`config.mk`:
```
export PLATFORM = sky130hd
export DESIGN_NAME = vga_timing_gen
export DESIGN_NICKNAME = d
export VERILOG_FILES = /design/src/rtl/vga_timing_pkg.sv /design/src/rtl/vga_timing_gen_sync_axis_counter.sv /design/src/rtl/vga_timing_gen.sv
export SDC_FILE = /design/constraint.sdc
export NUM_CORES = 1
export LEC_CHECK = 0
export CAP_MARGIN = 20
export CELL_PAD_IN_SITES_DETAIL_PLACEMENT = 1
export CELL_PAD_IN_SITES_GLOBAL_PLACEMENT = 1
export CORE_MARGIN = 8
export CORE_UTILIZATION = 43
export CTS_BUF_LIST = sky130_fd_sc_hd__clkbuf_4 sky130_fd_sc_hd__clkbuf_8
export DETAILED_ROUTE_END_ITERATION = 10
export GPL_ROUTABILITY_DRIVEN = 0
export PLACE_DENSITY_LB_ADDON = 0.2
export SYNTH_ARGS = -nofsm -noshare
export SYNTH_HDL_FRONTEND = slang
export SYNTH_HIERARCHICAL = 1
export SYNTH_SLANG_ARGS = --single-unit
export TNS_END_PERCENT = 50
```
`constraint.sdc`:
```
create_clock -name clk -period 3.7 [get_ports clk]
set_input_delay 0.74 -clock clk [delete_from_list [all_inputs] [get_ports clk]]
set_output_delay 0.74 -clock clk [all_outputs]
set_load 0.01 [all_outputs]
```
`src/rtl/vga_timing_pkg.sv`:
```
// Shared timing constants and types for the VGA timing generator.
// Holds the 640x480@60 line/frame geometry, the derived totals, and the
// per-axis phase enum used by both axis counters.
package vga_timing_pkg;

  localparam int unsigned CNT_W       = 10;
  localparam int unsigned FRAME_CNT_W = 8;

  localparam int unsigned H_ACTIVE_640 = 640;
  localparam int unsigned H_FRONT_640  = 16;
  localparam int unsigned H_SYNC_640   = 96;
  localparam int unsigned H_BACK_640   = 48;
  localparam int unsigned H_TOTAL      = H_ACTIVE_640 + H_FRONT_640 + H_SYNC_640 + H_BACK_640;

  localparam int unsigned V_ACTIVE_480 = 480;
  localparam int unsigned V_FRONT_480  = 10;
  localparam int unsigned V_SYNC_480   = 2;
  localparam int unsigned V_BACK_480   = 33;
  localparam int unsigned V_TOTAL      = V_ACTIVE_480 + V_FRONT_480 + V_SYNC_480 + V_BACK_480;

  typedef enum logic [1:0] {
    PH_ACTIVE = 2'd0,
    PH_FRONT  = 2'd1,
    PH_SYNC   = 2'd2,
    PH_BACK   = 2'd3
  } phase_e;

endpackage

```
`src/rtl/vga_timing_gen_sync_axis_counter.sv`:
```
// One axis (horizontal or vertical) of the raster: counter, phase FSM, sync.
// Latency: count/phase/sync are registered from next-state values; wrap and
// active are combinational (wrap = "this cycle ends the axis", active = next-state visibility).
// Ports: en advances the axis; count, wrap, phase, sync, active as above.
module sync_axis_counter
  import vga_timing_pkg::*;
#(
  parameter int unsigned ACTIVE_LEN = H_ACTIVE_640,
  parameter int unsigned FRONT_LEN  = H_FRONT_640,
  parameter int unsigned SYNC_LEN   = H_SYNC_640,
  parameter int unsigned BACK_LEN   = H_BACK_640,
  parameter logic        SYNC_POL   = 1'b0
) (
  input  logic             clk,
  input  logic             rst_n,
  input  logic             en,
  output logic [CNT_W-1:0] count,
  output logic             wrap,
  output phase_e           phase,
  output logic             sync,
  output logic             active
);

  localparam int unsigned      TOTAL       = ACTIVE_LEN + FRONT_LEN + SYNC_LEN + BACK_LEN;
  localparam logic [CNT_W-1:0] LAST        = CNT_W'(TOTAL - 1);
  localparam logic [CNT_W-1:0] FRONT_START = CNT_W'(ACTIVE_LEN);
  localparam logic [CNT_W-1:0] SYNC_START  = CNT_W'(ACTIVE_LEN + FRONT_LEN);
  localparam logic [CNT_W-1:0] BACK_START  = CNT_W'(ACTIVE_LEN + FRONT_LEN + SYNC_LEN);

  logic [CNT_W-1:0] count_q, count_d;
  phase_e           phase_q, phase_d;
  logic             sync_q, sync_d;

  always_comb begin
    wrap    = en && (count_q == LAST);
    count_d = count_q;
    phase_d = phase_q;
    if (en) begin
      count_d = wrap ? '0 : count_q + 1'b1;
      // Phase follows the counter value being entered, so the registered
      // phase always matches the registered count.
      unique case (phase_q)
        PH_ACTIVE: if (count_d == FRONT_START) phase_d = PH_FRONT;
        PH_FRONT:  if (count_d == SYNC_START)  phase_d = PH_SYNC;
        PH_SYNC:   if (count_d == BACK_START)  phase_d = PH_BACK;
        PH_BACK:   if (wrap)                   phase_d = PH_ACTIVE;
        default:                               phase_d = PH_ACTIVE;
      endcase
    end
    sync_d = (phase_d == PH_SYNC) ? SYNC_POL : ~SYNC_POL;
    active = (phase_d == PH_ACTIVE);
  end

  always_ff @(posedge clk or negedge rst_n) begin
    if (!rst_n) begin
      count_q <= '0;
      phase_q <= PH_ACTIVE;
      sync_q  <= ~SYNC_POL;
    end else begin
      count_q <= count_d;
      phase_q <= phase_d;
      sync_q  <= sync_d;
    end
  end

  assign count = count_q;
  assign phase = phase_q;
  assign sync  = sync_q;

endmodule

```
`src/rtl/vga_timing_gen.sv`:
```
// VGA raster timing: pixel/line counters, syncs, visibility, line/frame strobes.
// Latency: every output is a register loaded from next-state counts, so all
// outputs line up with the pix_x/pix_y shown in the same cycle. No backpressure.
// Ports: clk/rst_n in; h_sync, v_sync, display_on, pix_x, pix_y, line_start,
// frame_start, frame_count out.
module vga_timing_gen
  import vga_timing_pkg::*;
#(
  parameter int unsigned H_ACTIVE = H_ACTIVE_640,
  parameter int unsigned H_FRONT  = H_FRONT_640,
  parameter int unsigned H_SYNC   = H_SYNC_640,
  parameter int unsigned H_BACK   = H_BACK_640,
  parameter int unsigned V_ACTIVE = V_ACTIVE_480,
  parameter int unsigned V_FRONT  = V_FRONT_480,
  parameter int unsigned V_SYNC   = V_SYNC_480,
  parameter int unsigned V_BACK   = V_BACK_480,
  parameter logic        SYNC_POL = 1'b0
) (
  input  logic                   clk,
  input  logic                   rst_n,
  output logic                   h_sync,
  output logic                   v_sync,
  output logic                   display_on,
  output logic [CNT_W-1:0]       pix_x,
  output logic [CNT_W-1:0]       pix_y,
  output logic                   line_start,
  output logic                   frame_start,
  output logic [FRAME_CNT_W-1:0] frame_count
);

  logic   h_wrap, v_wrap;
  logic   h_active, v_active;
  phase_e h_phase, v_phase;

  sync_axis_counter #(
    .ACTIVE_LEN (H_ACTIVE),
    .FRONT_LEN  (H_FRONT),
    .SYNC_LEN   (H_SYNC),
    .BACK_LEN   (H_BACK),
    .SYNC_POL   (SYNC_POL)
  ) u_h_axis (
    .clk    (clk),
    .rst_n  (rst_n),
    .en     (1'b1),
    .count  (pix_x),
    .wrap   (h_wrap),
    .phase  (h_phase),
    .sync   (h_sync),
    .active (h_active)
  );

  // Vertical axis advances once per line, on the horizontal wrap.
  sync_axis_counter #(
    .ACTIVE_LEN (V_ACTIVE),
    .FRONT_LEN  (V_FRONT),
    .SYNC_LEN   (V_SYNC),
    .BACK_LEN   (V_BACK),
    .SYNC_POL   (SYNC_POL)
  ) u_v_axis (
    .clk    (clk),
    .rst_n  (rst_n),
    .en     (h_wrap),
    .count  (pix_y),
    .wrap   (v_wrap),
    .phase  (v_phase),
    .sync   (v_sync),
    .active (v_active)
  );

  logic                   line_start_q, line_start_d;
  logic                   frame_start_q, frame_start_d;
  logic                   display_on_q, display_on_d;
  logic [FRAME_CNT_W-1:0] frame_count_q, frame_count_d;

  always_comb begin
    // Strobes are qualified by the back-porch phase so they can only fire
    // out of a genuine end-of-axis, never out of a partially counted line.
    line_start_d  = h_wrap && (h_phase == PH_BACK);
    frame_start_d = line_start_d && v_wrap && (v_phase == PH_BACK);
    display_on_d  = h_active && v_active;
    frame_count_d = frame_count_q + FRAME_CNT_W'(frame_start_d);
  end

  always_ff @(posedge clk or negedge rst_n) begin
    if (!rst_n) begin
      line_start_q  <= 1'b0;
      frame_start_q <= 1'b0;
      display_on_q  <= 1'b0;
      frame_count_q <= '0;
    end else begin
      line_start_q  <= line_start_d;
      frame_start_q <= frame_start_d;
      display_on_q  <= display_on_d;
      frame_count_q <= frame_count_d;
    end
  end

  assign line_start  = line_start_q;
  assign frame_start = frame_start_q;
  assign display_on  = display_on_q;
  assign frame_count = frame_count_q;

endmodule

```
-- After elaboration in Yosys (flattened, before gate mapping)
Cells that the tools add are included.
- RAM bits: 0
- flip-flop bits (word level): 37
- bits in latches: 0
- output and inout bits: 33
- memories kept: 0
- input port bits: 2
- memory bits (read-only): 0
- reductions and logical operators: 9
- $add $sub $neg: 3
- equal/unequal tests: 16
- multipliers: 0
- muxes and demuxes: 15
- div/mod/pow operators: 0
- $lt $le $gt $ge: 0
- bitwise gates (word level): 0
- shift operators: 0
- operators with widths (cell ; count):
    == test 10 bit, second input constant ; 5
    == test 10 x 9 -> 1 bit, second input constant ; 3
    adder 10 x 1 -> 10 bit, second input constant ; 2
    2-to-1 mux 10 bit ; 2
    2-to-1 mux 2 bit ; 9
    case mux 2 bit (4 select lines) ; 2
    == test 2 bit, second input constant ; 6
    adder 8 x 1 -> 8 bit ; 1
    logical NOT 2 bit ; 4
    logical AND 1 bit ; 5
    == test 2 x 1 -> 1 bit, second input constant ; 2
    2-to-1 mux 1 bit ; 2

-- Logic depth before layout (Yosys ltp)
Gate-level depths: netlist of the first run.
- word-level depth: 9
- mapped depth: 12
- mapped depth without buffers: 9

-- Hierarchy
Netlist of the first run, hierarchy kept.
- by module, submodules not included (module ; sequential area each (um^2) ; area each (um^2) ; times used ; cells an instance):
    sync_axis_counter at u_v_axis ; 326.6 ; 894.6 ; 1 ; 104
    sync_axis_counter at u_h_axis ; 326.6 ; 882.1 ; 1 ; 89
    vga_timing_gen ; 275.3 ; 420.4 ; 1 ; 30

-- Worst setup path before layout of the first run
Ideal clock, no wire load.
- path type: register to register
- start point: reg u_h_axis.count_q[0], in the netlist u_h_axis/count[0]
- end point: reg frame_count_q[4], in the netlist frame_count[4]
- arrival time: 2.885 ns
- setup time: 0.125 ns
- setup slack: 0.690 ns
- cell stages (with the launch flop): 13
- clock period less this slack: 3.010 ns
- path buffers: 3
- path through: dfrtp_1 -> ha_1 -> nand4_1 -> nor4_2 -> buf_4 -> clkbuf_1 -> and4_4 -> clkbuf_1 -> and4_1 -> ha_1 -> ha_1 -> nand3_1 -> xnor2_1
- cells in the longest elaborated chain, start to end: 5
- elaborated cells on any way between the ends: 6
- those cells by class: 1 x add/sub; 1 x eq/ne; 4 x reduce/logical
- ends and longest elaborated chain (what ; line ; text):
    start: declaration ; vga_timing_gen_sync_axis_counter.sv:30 ; logic [CNT_W-1:0] count_q, count_d;
    start signal: assignment ; vga_timing_gen_sync_axis_counter.sv:60 ; count_q <= count_d;
    == test 10 bit ; vga_timing_gen_sync_axis_counter.sv:35 ; wrap = en && (count_q == LAST);
    named net h_wrap ; vga_timing_gen.sv:31 ; logic h_wrap, v_wrap;
    logical AND 1 bit ; vga_timing_gen_sync_axis_counter.sv:35 ;
    named net v_wrap ; vga_timing_gen.sv:31 ;
    logical AND 1 bit (2 in a row) ; vga_timing_gen.sv:79 ; frame_start_d = line_start_d && v_wrap && (v_phase == PH_BACK);
    named net frame_start_d ; vga_timing_gen.sv:71 ; logic frame_start_q, frame_start_d;
    adder 8 x 1 -> 8 bit ; vga_timing_gen.sv:81 ; frame_count_d = frame_count_q + FRAME_CNT_W'(frame_start_d);
    named net frame_count_d[4] ; vga_timing_gen.sv:73 ; logic [FRAME_CNT_W-1:0] frame_count_q, frame_count_d;
    end signal: assignment ; vga_timing_gen.sv:94 ; frame_count_q <= frame_count_d;
    end: declaration ; vga_timing_gen.sv:73 ;
The timed path passes the listed nets, and every way through them passes these cells.
A chain may end at the register's enable or synchronous reset.

-- Worst setup path in the final report of the first run
- start point: reg u_h_axis.count_q[0], in the netlist u_h_axis/count[0]
- end point: reg frame_count_q[6], in the netlist frame_count[6]
The elaborated chain is that of the path after synthesis.

==> results.json, run 1 <==
{
  "post_cts_buffers": 0,
  "yosysSeqAreaShare": 0.423,
  "nNetsFinal": 265,
  "seq_power_share": 0.463,
  "relSlewSlack": 0.446,
  "cts_tree": "yes",
  "ys_types": 60,
  "max_cap_viol_count": 0,
  "vdd_drop_max_v": 0.000213,
  "htreeDepth": 2,
  "clkLatencyLatePin_ns": 0.29,
  "intPower_mw": 0.782,
  "ys_top_cells_by_count": "35 x dfrtp_1, 23 x nand2_1, 18 x xnor2_1",
  "drt_iter0_markers": 21,
  "die_y_um": 87.5,
  "die_x_um": 87.5,
  "n_antenna_cell": 0,
  "synth_xor_area_frac": 0.0837,
  "skew_ns": 0.00578,
  "worstPathMaxFanout": 15,
  "cts_sinks": 37,
  "syn_inst": 223,
  "worstMarginPinSlew_ns": 0.831,
  "grt-ovfl-total": 0,
  "grt_usage": 0.153,
  "synth.most_common_cell": "dfrtp_1",
  "crit_path_start_kind": "register",
  "synth_area_leader_cell": "dfrtp_1",
  "vias_per_cell": 5.50,
  "min_path_type": "register to register",
  "dp_hpwl_mm": 3.80,
  "core-area_um2": 5010,
  "critPathRequiredTime_ns": 3.87,
  "status": "completed",
  "grt_max_degree": 38,
  "synth_top_family_by_area": "simple AND/OR/NAND/NOR gates",
  "p_comb_frac": 0.225,
  "worstPathArrival_ns": 3.12,
  "fillers": 597,
  "dieArea_um2": 7650,
  "power.density_nw_per_um2": 420,
  "power.leakage_nw": 1.06,
  "hold_buffers": 0,
  "drc_errors": 0,
  "fin_crit_sh": 0.796,
  "layout-drive-gt1-share": 0.108,
  "rsz0062_at_grt": "no",
  "synth-compound-area-share": 0.120,
  "report.final.slew_viol_count": 0,
  "post_drt_wl_per_cell_um": 16.3,
  "final-hold-violation-count": 0,
  "first_pass_iters": 4,
  "period_needed_ns": 2.95,
  "swShare": 0.307,
  "ys.flop_type": "dfrtp_1",
  "cp-end-kind": "register",
  "setup_viol": 0,
  "synthSimpleGateAreaFrac": 0.261,
  "setup-tns-final_ns": 0,
  "max_freq_mhz": 340,
  "p_sw_mw": 0.346,
  "yosys-top-cells-area": "dfrtp_1 40%, xnor2_1 7.2%, nand2_1 3.9%",
  "cts_buffers": 5,
  "synth_area_um2": 2200,
  "portBuffers": 34,
  "rows": 26,
  "postLayoutCoreUtil": 0.536,
  "postRouteAntennaNets": 0,
  "clock_path_buffers": 2,
  "cts.reportedPaths.clkPinSlew_ns": 0.08,
  "ys_seq_elements": 37,
  "grt_pass1_vias": 1929,
  "num_io_pins": 35,
  "clkPwrFrac": 0.313,
  "grt_first_pass_wirelength_mm": 9.27,
  "async_reset_ff_frac": 1.00,
  "synth_top_area_share": 0.399,
  "wirelength_mm": 5.37,
  "areaGrowthSynthToFinish_pct": 22.2,
  "synth_mux_area_frac": 0.0251,
  "syn_avg_cell_area_um2": 9.85,
  "start_util": 0.439,
  "synth_edf_count": 0,
  "post_cts_resized": 0,
  "antenna_found_initial": 0,
  "vias": 1809,
  "synth_fa_ha_area_frac": 0.0285,
  "yosysWarnings": 6,
  "worstSetupPathType": "register to register",
  "cts-root-buf": "clkbuf_8"
}
## logic make-up (layout without fill, tap and decap cells)
group | Yosys count | count (layout)
adders and majority gates | 5 | 5
other | 1 | 7
AOI/OAI and AO/OA | 36 | 36
buffers and inverters | 22 | 52
xor gates and xnor gates | 21 | 21
DFF | 37 | 37
muxes | 5 | 5
and+or+nand+nor | 96 | 96
## area by class of cell
cell class	instances	area, µm²	area share
timing repair buffer	36	350	0.130
sequential	37	928	0.346
inverter	8	30.0	0.0112
clock inverter	3	46.3	0.0172
clock buffer	5	68.8	0.0256
multi-input combinational	170	1170	0.437
tap	70	87.6	0.0326
## cells in the final DEF, fill, tap and decap left out, drive strengths merged, types with 4 or more instances in the layout
cell type / instances
xnor2: 18
clkbuf: 5
nor2: 7
nor3: 6
conb: 7
and4: 5
nand2: 23
clkdlybuf4s50: 33
nand4: 6
nor4: 7
mux2: 4
ha: 5
and3: 8
o21ai: 10
nand3: 13
inv: 8
dfrtp: 35
## power groups by stage
stage | clock network [mW] | logic (mW) | registers [mW]
floorplan | 0 | 0.216 | 0.489
global placement | 0 | 0.253 | 0.527
detailed placement | 0 | 0.256 | 0.530
CTS | 0.369 | 0.256 | 0.523
global route | 0.380 | 0.275 | 0.533
finish | 0.353 | 0.254 | 0.522
## worst paths after layout
check	depth (start not counted)	endpoint	startpoint	slack (ns)
worst max register to register	10	frame_count[6]	u_h_axis/count[0]	0.75
worst min register to register	1	frame_count[7]	frame_count[7]	0.48
min in group asynchronous	1	u_v_axis/count[5]	rst_n	0.55
worst max-delay path	10	frame_count[6]	u_h_axis/count[0]	0.75
worst min-delay path	1	frame_count[7]	frame_count[7]	0.48
max in group asynchronous	1	frame_count[0]	rst_n	2.63
## worst max-delay path: stages, from the launching register on
cell     delay, ns
dfrtp_1       0.45
ha_1          0.30
nand4_1       0.22
nor4_4        0.29
buf_4         0.25
and4_4        0.33
and4_1        0.24
ha_1          0.24
ha_1          0.25
nand3_1       0.12
xnor2_1       0.14
## per-layer routing
| metal | routed length (µm) | GRT usage | part of all wire | vias to the layer above |
|---|---|---|---|---|
| li1 | - | - | - | 884 |
| met1 | 2460 | 0.185 | 0.46 | 897 |
| met2 | 2710 | 0.268 | 0.51 | 26 |
| met3 | 169 | 0.0274 | 0.031 | 2 |
| met4 | 27 | 0.0422 | 0.0050 | 0 |
| met5 | 0 | 0 | 0 | - |
## stage by stage
step	power, mW	hold WS, ns	setup slack (ns)	area [µm²]	instances
2_1_floorplan	0.705	0.444	0.690	2220	229
3_3_place_gp	0.779	0.464	0.980	2570	321
3_5_place_dp	0.786	0.472	0.827	2570	321
4_1_cts	1.15	0.485	0.756	2690	329
5_1_grt	1.19	0.499	0.491	2690	329
6_report	1.13	0.478	0.755	2690	329
## flip-flops by register name (all words and copies together) (netlist names)
name and count:
u_h_axis/count 10, u_v_axis/count 10, frame_count 8, u_h_axis/phase 2, u_v_axis/phase 2, display_on 1, frame_start 1, line_start 1
u_h_axis/sync 1, u_v_axis/sync 1
(Power assumes the default switching activity.)
==> run 2, diff against run 1 <==
Clock period 3.7 ns to 3 ns, I/O delays scaled along.
==> run 2 against run 1 <==
Against the previous run:
- worst hold slack lost 0.059 ns
- fmax grew 7.4%
- combinational power grew 44%
- die area is the same
- utilization grew 0.30 points
- first-iteration DRC count grew to 4.0 times the previous value
- critical path type unchanged
- critical endpoint is now frame_count[4]
- highest routed layer unchanged
==> results.json, run 2 (same netlist as run 1, synthesis figures left out) <==
{
  "final-hold-violation-count": 0,
  "max_freq_mhz": 365,
  "portBuffers": 34,
  "layout-drive-gt1-share": 0.115,
  "grt-ovfl-total": 0,
  "power.density_nw_per_um2": 525,
  "grt_usage": 0.156,
  "areaGrowthSynthToFinish_pct": 22.9,
  "post_cts_buffers": 0,
  "first_pass_iters": 4,
  "skew_ns": 0.00445,
  "multiInputGateArea_um2": 1170,
  "dp_hpwl_mm": 4.09,
  "worst-path-buf-inv": 0,
  "grt_pass1_vias": 1931,
  "cts_buffers": 5,
  "hold_buffers": 0,
  "setup_viol": 0,
  "worstMarginPinSlew_ns": 0.859,
  "final_common_cell": "dfrtp_1",
  "start_util": 0.439,
  "fillers": 601,
  "nNetsFinal": 267,
  "fin_crit_sh": 0.914,
  "htreeDepth": 2,
  "crit_path_start_kind": "register",
  "cp-end-kind": "register",
  "num_io_pins": 35,
  "worstPathMaxFanout": 12,
  "cts_sinks": 37,
  "worst_hold_slack_ns": 0.419,
  "critPathMaxStageDelay_ns": 0.44,
  "relSlewSlack": 0.428,
  "grt_first_pass_wirelength_mm": 9.55,
  "report.final.slew_viol_count": 0,
  "die_x_um": 87.5,
  "worstPathArrival_ns": 2.91,
  "finalNonFillerCells": 331,
  "seqCellArea_um2": 928,
  "die_y_um": 87.5,
  "r2r_setup_slack_ns": 0.26,
  "n_antenna_cell": 0,
  "clock_path_buffers": 2,
  "wirelength_mm": 5.62,
  "crit_family": "simple AND/OR/NAND/NOR gates",
  "slowest_stage": "dfrtp_1",
  "layout_common_cells": "35 x dfrtp_1, 33 x clkdlybuf4s50_1, 23 x nand2_1",
  "postRouteAntennaNets": 0,
  "post_drt_wl_per_cell_um": 17.0,
  "setup-tns-final_ns": 0,
  "post_cts_resized": 0,
  "period_needed_ns": 2.74,
  "placed_cells": 323,
  "drc_errors": 0,
  "rows": 26,
  "antenna_found_initial": 0,
  "status": "completed",
  "drt_iter0_markers": 84,
  "core-area_um2": 5010,
  "critPathRequiredTime_ns": 3.17,
  "vdd_drop_max_v": 0.000226,
  "cts.reportedPaths.clkPinSlew_ns": 0.08,
  "worstSetupPathType": "register to register",
  "rsz0062_at_grt": "no",
  "grt_max_degree": 38,
  "max_cap_viol_count": 0,
  "min_path_type": "input port to async pin",
  "cts_tree": "yes",
  "clkLatencyLatePin_ns": 0.28,
  "vias": 1833,
  "power.leakage_nw": 1.07,
  "dieArea_um2": 7650,
  "cts-root-buf": "clkbuf_8",
  "vias_per_cell": 5.54,
  "crit_top_cell": "ha_1",
  "path_cells": "ha_1, nand4_1, nor4_4, and4_4, and4_1, ha_1, ha_1, nand3_1, xnor2_1"
}
[run 2: power breakdown]
part	internal (mW)	leakage, nW	switching (mW)
Clock	0.249	0.0543	0.190
Combinational	0.195	0.539	0.171
Sequential	0.539	0.479	0.0728
Total	0.984	1.07	0.433
[run 2: final cells by class]
| type | count | share of cell area |
|---|---|---|
| multi-input combinational | 170 | 0.435 |
| sequential | 37 | 0.344 |
| timing repair buffer | 38 | 0.135 |
| tap | 70 | 0.0324 |
| clock buffer | 5 | 0.0255 |
| clock inverter | 3 | 0.0171 |
| inverter | 8 | 0.0111 |
[run 2: final timing paths]
check | startpoint | to | cells after the start
setup reg to reg | u_h_axis/count[0] | frame_count[4] | 9
hold / removal | rst_n | u_v_axis/count[4] | 1
min in group clk | frame_count[7] | frame_count[7] | 1
hold reg to reg | frame_count[7] | frame_count[7] | 1
max in group asynchronous | rst_n | frame_start | 1
setup / recovery | u_h_axis/count[0] | frame_count[4] | 9
[run 2: through the flow]
step	cell area, µm²	total power, mW	utilization	worst slack [ns]
after floorplan	2220	0.869	-	0.0912
after global placement	2580	0.979	0.516	0.330
after detailed placement	2580	0.993	0.516	0.191
after CTS	2700	1.44	0.539	0.171
after global routing	2700	1.51	0.539	0.0158
final	2700	1.42	0.539	0.258
[run 2: metal layers]
layer	share of wire	wire, µm	global-route usage
met5	0	0	0
met4	0.0048	27	0.0375
met3	0.032	178	0.0311
met2	0.51	2870	0.273
met1	0.45	2540	0.189
==> run 3, diff against run 2 <==
Settings changed: RECOVER_POWER from default to 25.
==> run 3 against run 2 <==
Against the previous run:
- the run now ends with max-capacitance violations, max-slew violations left
- worst hold slack improved by 0.054 ns
- largest cell class unchanged
- non-clock buffer count unchanged
- first-iteration DRC count fell by 14%
- sequential share of layout area barely moved
- clock power barely moved
- utilization about the same
- cell area hardly changed
- critical path type unchanged
- worst setup slack better by 0.0096 ns
- register-to-register slack about the same
==> results.json, run 3 (same netlist as run 1, synthesis figures left out) <==
{
  "status": "complete, but fails checks",
  "violations": "max-capacitance violations, max-slew violations",
  "num_io_pins": 35,
  "postLayoutCoreUtil": 0.539,
  "power.leakage_nw": 1.07,
  "die_x_um": 87.5,
  "max_freq_mhz": 366,
  "highest_layer": "met4",
  "worstPathMaxFanout": 12,
  "drt-met1-wl_mm": 2.55,
  "critPathRequiredTime_ns": 3.17,
  "areaGrowthSynthToFinish_pct": 22.8,
  "fillers": 602,
  "final_common_cell": "dfrtp_1",
  "vdd_drop_max_v": 0.000226,
  "postRouteAntennaNets": 0,
  "start_util": 0.439,
  "grt-ovfl-total": 0,
  "layout_common_cells": "35 x dfrtp_1, 33 x clkdlybuf4s50_1, 23 x nand2_1",
  "setup-tns-final_ns": 0,
  "min_from": "frame_count[7]",
  "final-hold-violation-count": 0,
  "worstPathArrival_ns": 2.90,
  "grt_usage": 0.156,
  "rr_startpoint": "u_h_axis/count[0]",
  "place_ws_ns": 0.191,
  "crit_start": "u_h_axis/count[0]",
  "hold_buffers": 0,
  "min_path_type": "register to register",
  "crit_path_start_kind": "register",
  "report.final.slew_viol_count": 38,
  "drc_errors": 0,
  "fin_crit_sh": 0.911,
  "grt_pass1_vias": 1931,
  "antenna_found_initial": 0,
  "dieArea_um2": 7650,
  "drt_iter0_markers": 72,
  "skew_ns": 0.00426,
  "nNetsFinal": 267,
  "vias_per_cell": 5.52,
  "clkLatencyLatePin_ns": 0.28,
  "worstMarginPinSlew_ns": 2.05,
  "grt_first_pass_wirelength_mm": 9.55,
  "grt_max_degree": 38,
  "max_cap_viol_count": 1,
  "portBuffers": 34,
  "cts_tree": "yes",
  "cts_sinks": 37,
  "setup_viol": 0,
  "rsz0062_at_grt": "no",
  "htreeDepth": 2,
  "post_cts_resized": 0,
  "first_pass_iters": 4,
  "vias": 1826,
  "cts-root-buf": "clkbuf_8",
  "post_cts_buffers": 0,
  "post_drt_wl_per_cell_um": 17.0,
  "cts.reportedPaths.clkPinSlew_ns": 0.08,
  "wl_met3_um": 187,
  "period_needed_ns": 2.73,
  "worst_hold_slack_ns": 0.473,
  "wl_met2_mm": 2.85,
  "relSlewSlack": -0.369,
  "layout-drive-gt1-share": 0.111,
  "dp_hpwl_mm": 4.09,
  "worstSetupPathType": "register to register",
  "wirelength_mm": 5.62,
  "rows": 26,
  "power.density_nw_per_um2": 524,
  "setup_slack_ns": 0.267,
  "die_y_um": 87.5,
  "clock_path_buffers": 2,
  "cts_buffers": 5,
  "core-area_um2": 5010,
  "cp-end-kind": "register",
  "n_antenna_cell": 0
}
==> run 3: cell count changes in the layout (fill, tap and decap cells not counted) <==
cell / before / now
buf_2: 1 / 0
clkbuf_1: 0 / 1
==> run 3: critical path: stages, from the launching register on <==
cell,delay [ns]
dfrtp_1,0.44
ha_1,0.30
nand4_1,0.25
nor4_4,0.32
and4_4,0.38
and4_1,0.22
ha_1,0.23
ha_1,0.24
nand3_1,0.11
xnor2_1,0.14
==> run 3: metrics by stage <==
| step | instance area (µm²) | power (mW) | std cells |
|---|---|---|---|
| after floorplan | 2220 | 0.869 | 229 |
| after global placement | 2580 | 0.979 | 323 |
| after detailed placement | 2580 | 0.993 | 323 |
| after CTS | 2700 | 1.44 | 331 |
| after global routing | 2700 | 1.51 | 331 |
| final | 2700 | 1.41 | 331 |
==> run 3: path summary, 6_finish.rpt <==
path	to	slack, ns	depth (start not counted)
worst min-delay path	frame_count[7]	0.47	1
max in group asynchronous	frame_start	0.93	1
worst max-delay path	frame_count[4]	0.27	9
min in group asynchronous	u_v_axis/count[5]	0.90	1
worst max register to register	frame_count[4]	0.27	9
worst min register to register	frame_count[7]	0.47	1
==> run 3: final cells by class <==
class                           instances  area [µm²]  area share
Inverter                                8        30.0      0.0111
Tap cell                               70        87.6      0.0325
Clock buffer                            5        68.8      0.0255
Timing Repair Buffer                   38         364       0.135
Sequential cell                        37         928       0.344
Clock inverter                          3        46.3      0.0172
Multi-Input combinational cell        170        1170       0.435
==> run 3: report_power, final <==
part	leakage [nW]	total [mW]	switching (mW)	internal, mW
Clock	0.0543	0.437	0.188	0.249
Combinational	0.536	0.365	0.170	0.195
Sequential	0.479	0.612	0.0729	0.540
==> run 3: metal layers <==
layer | track usage | vias to the layer above
met2 | 0.273 | 27
li1 | - | 881
met1 | 0.189 | 916
met3 | 0.0311 | 2
met4 | 0.0375 | 0
met5 | 0 | -
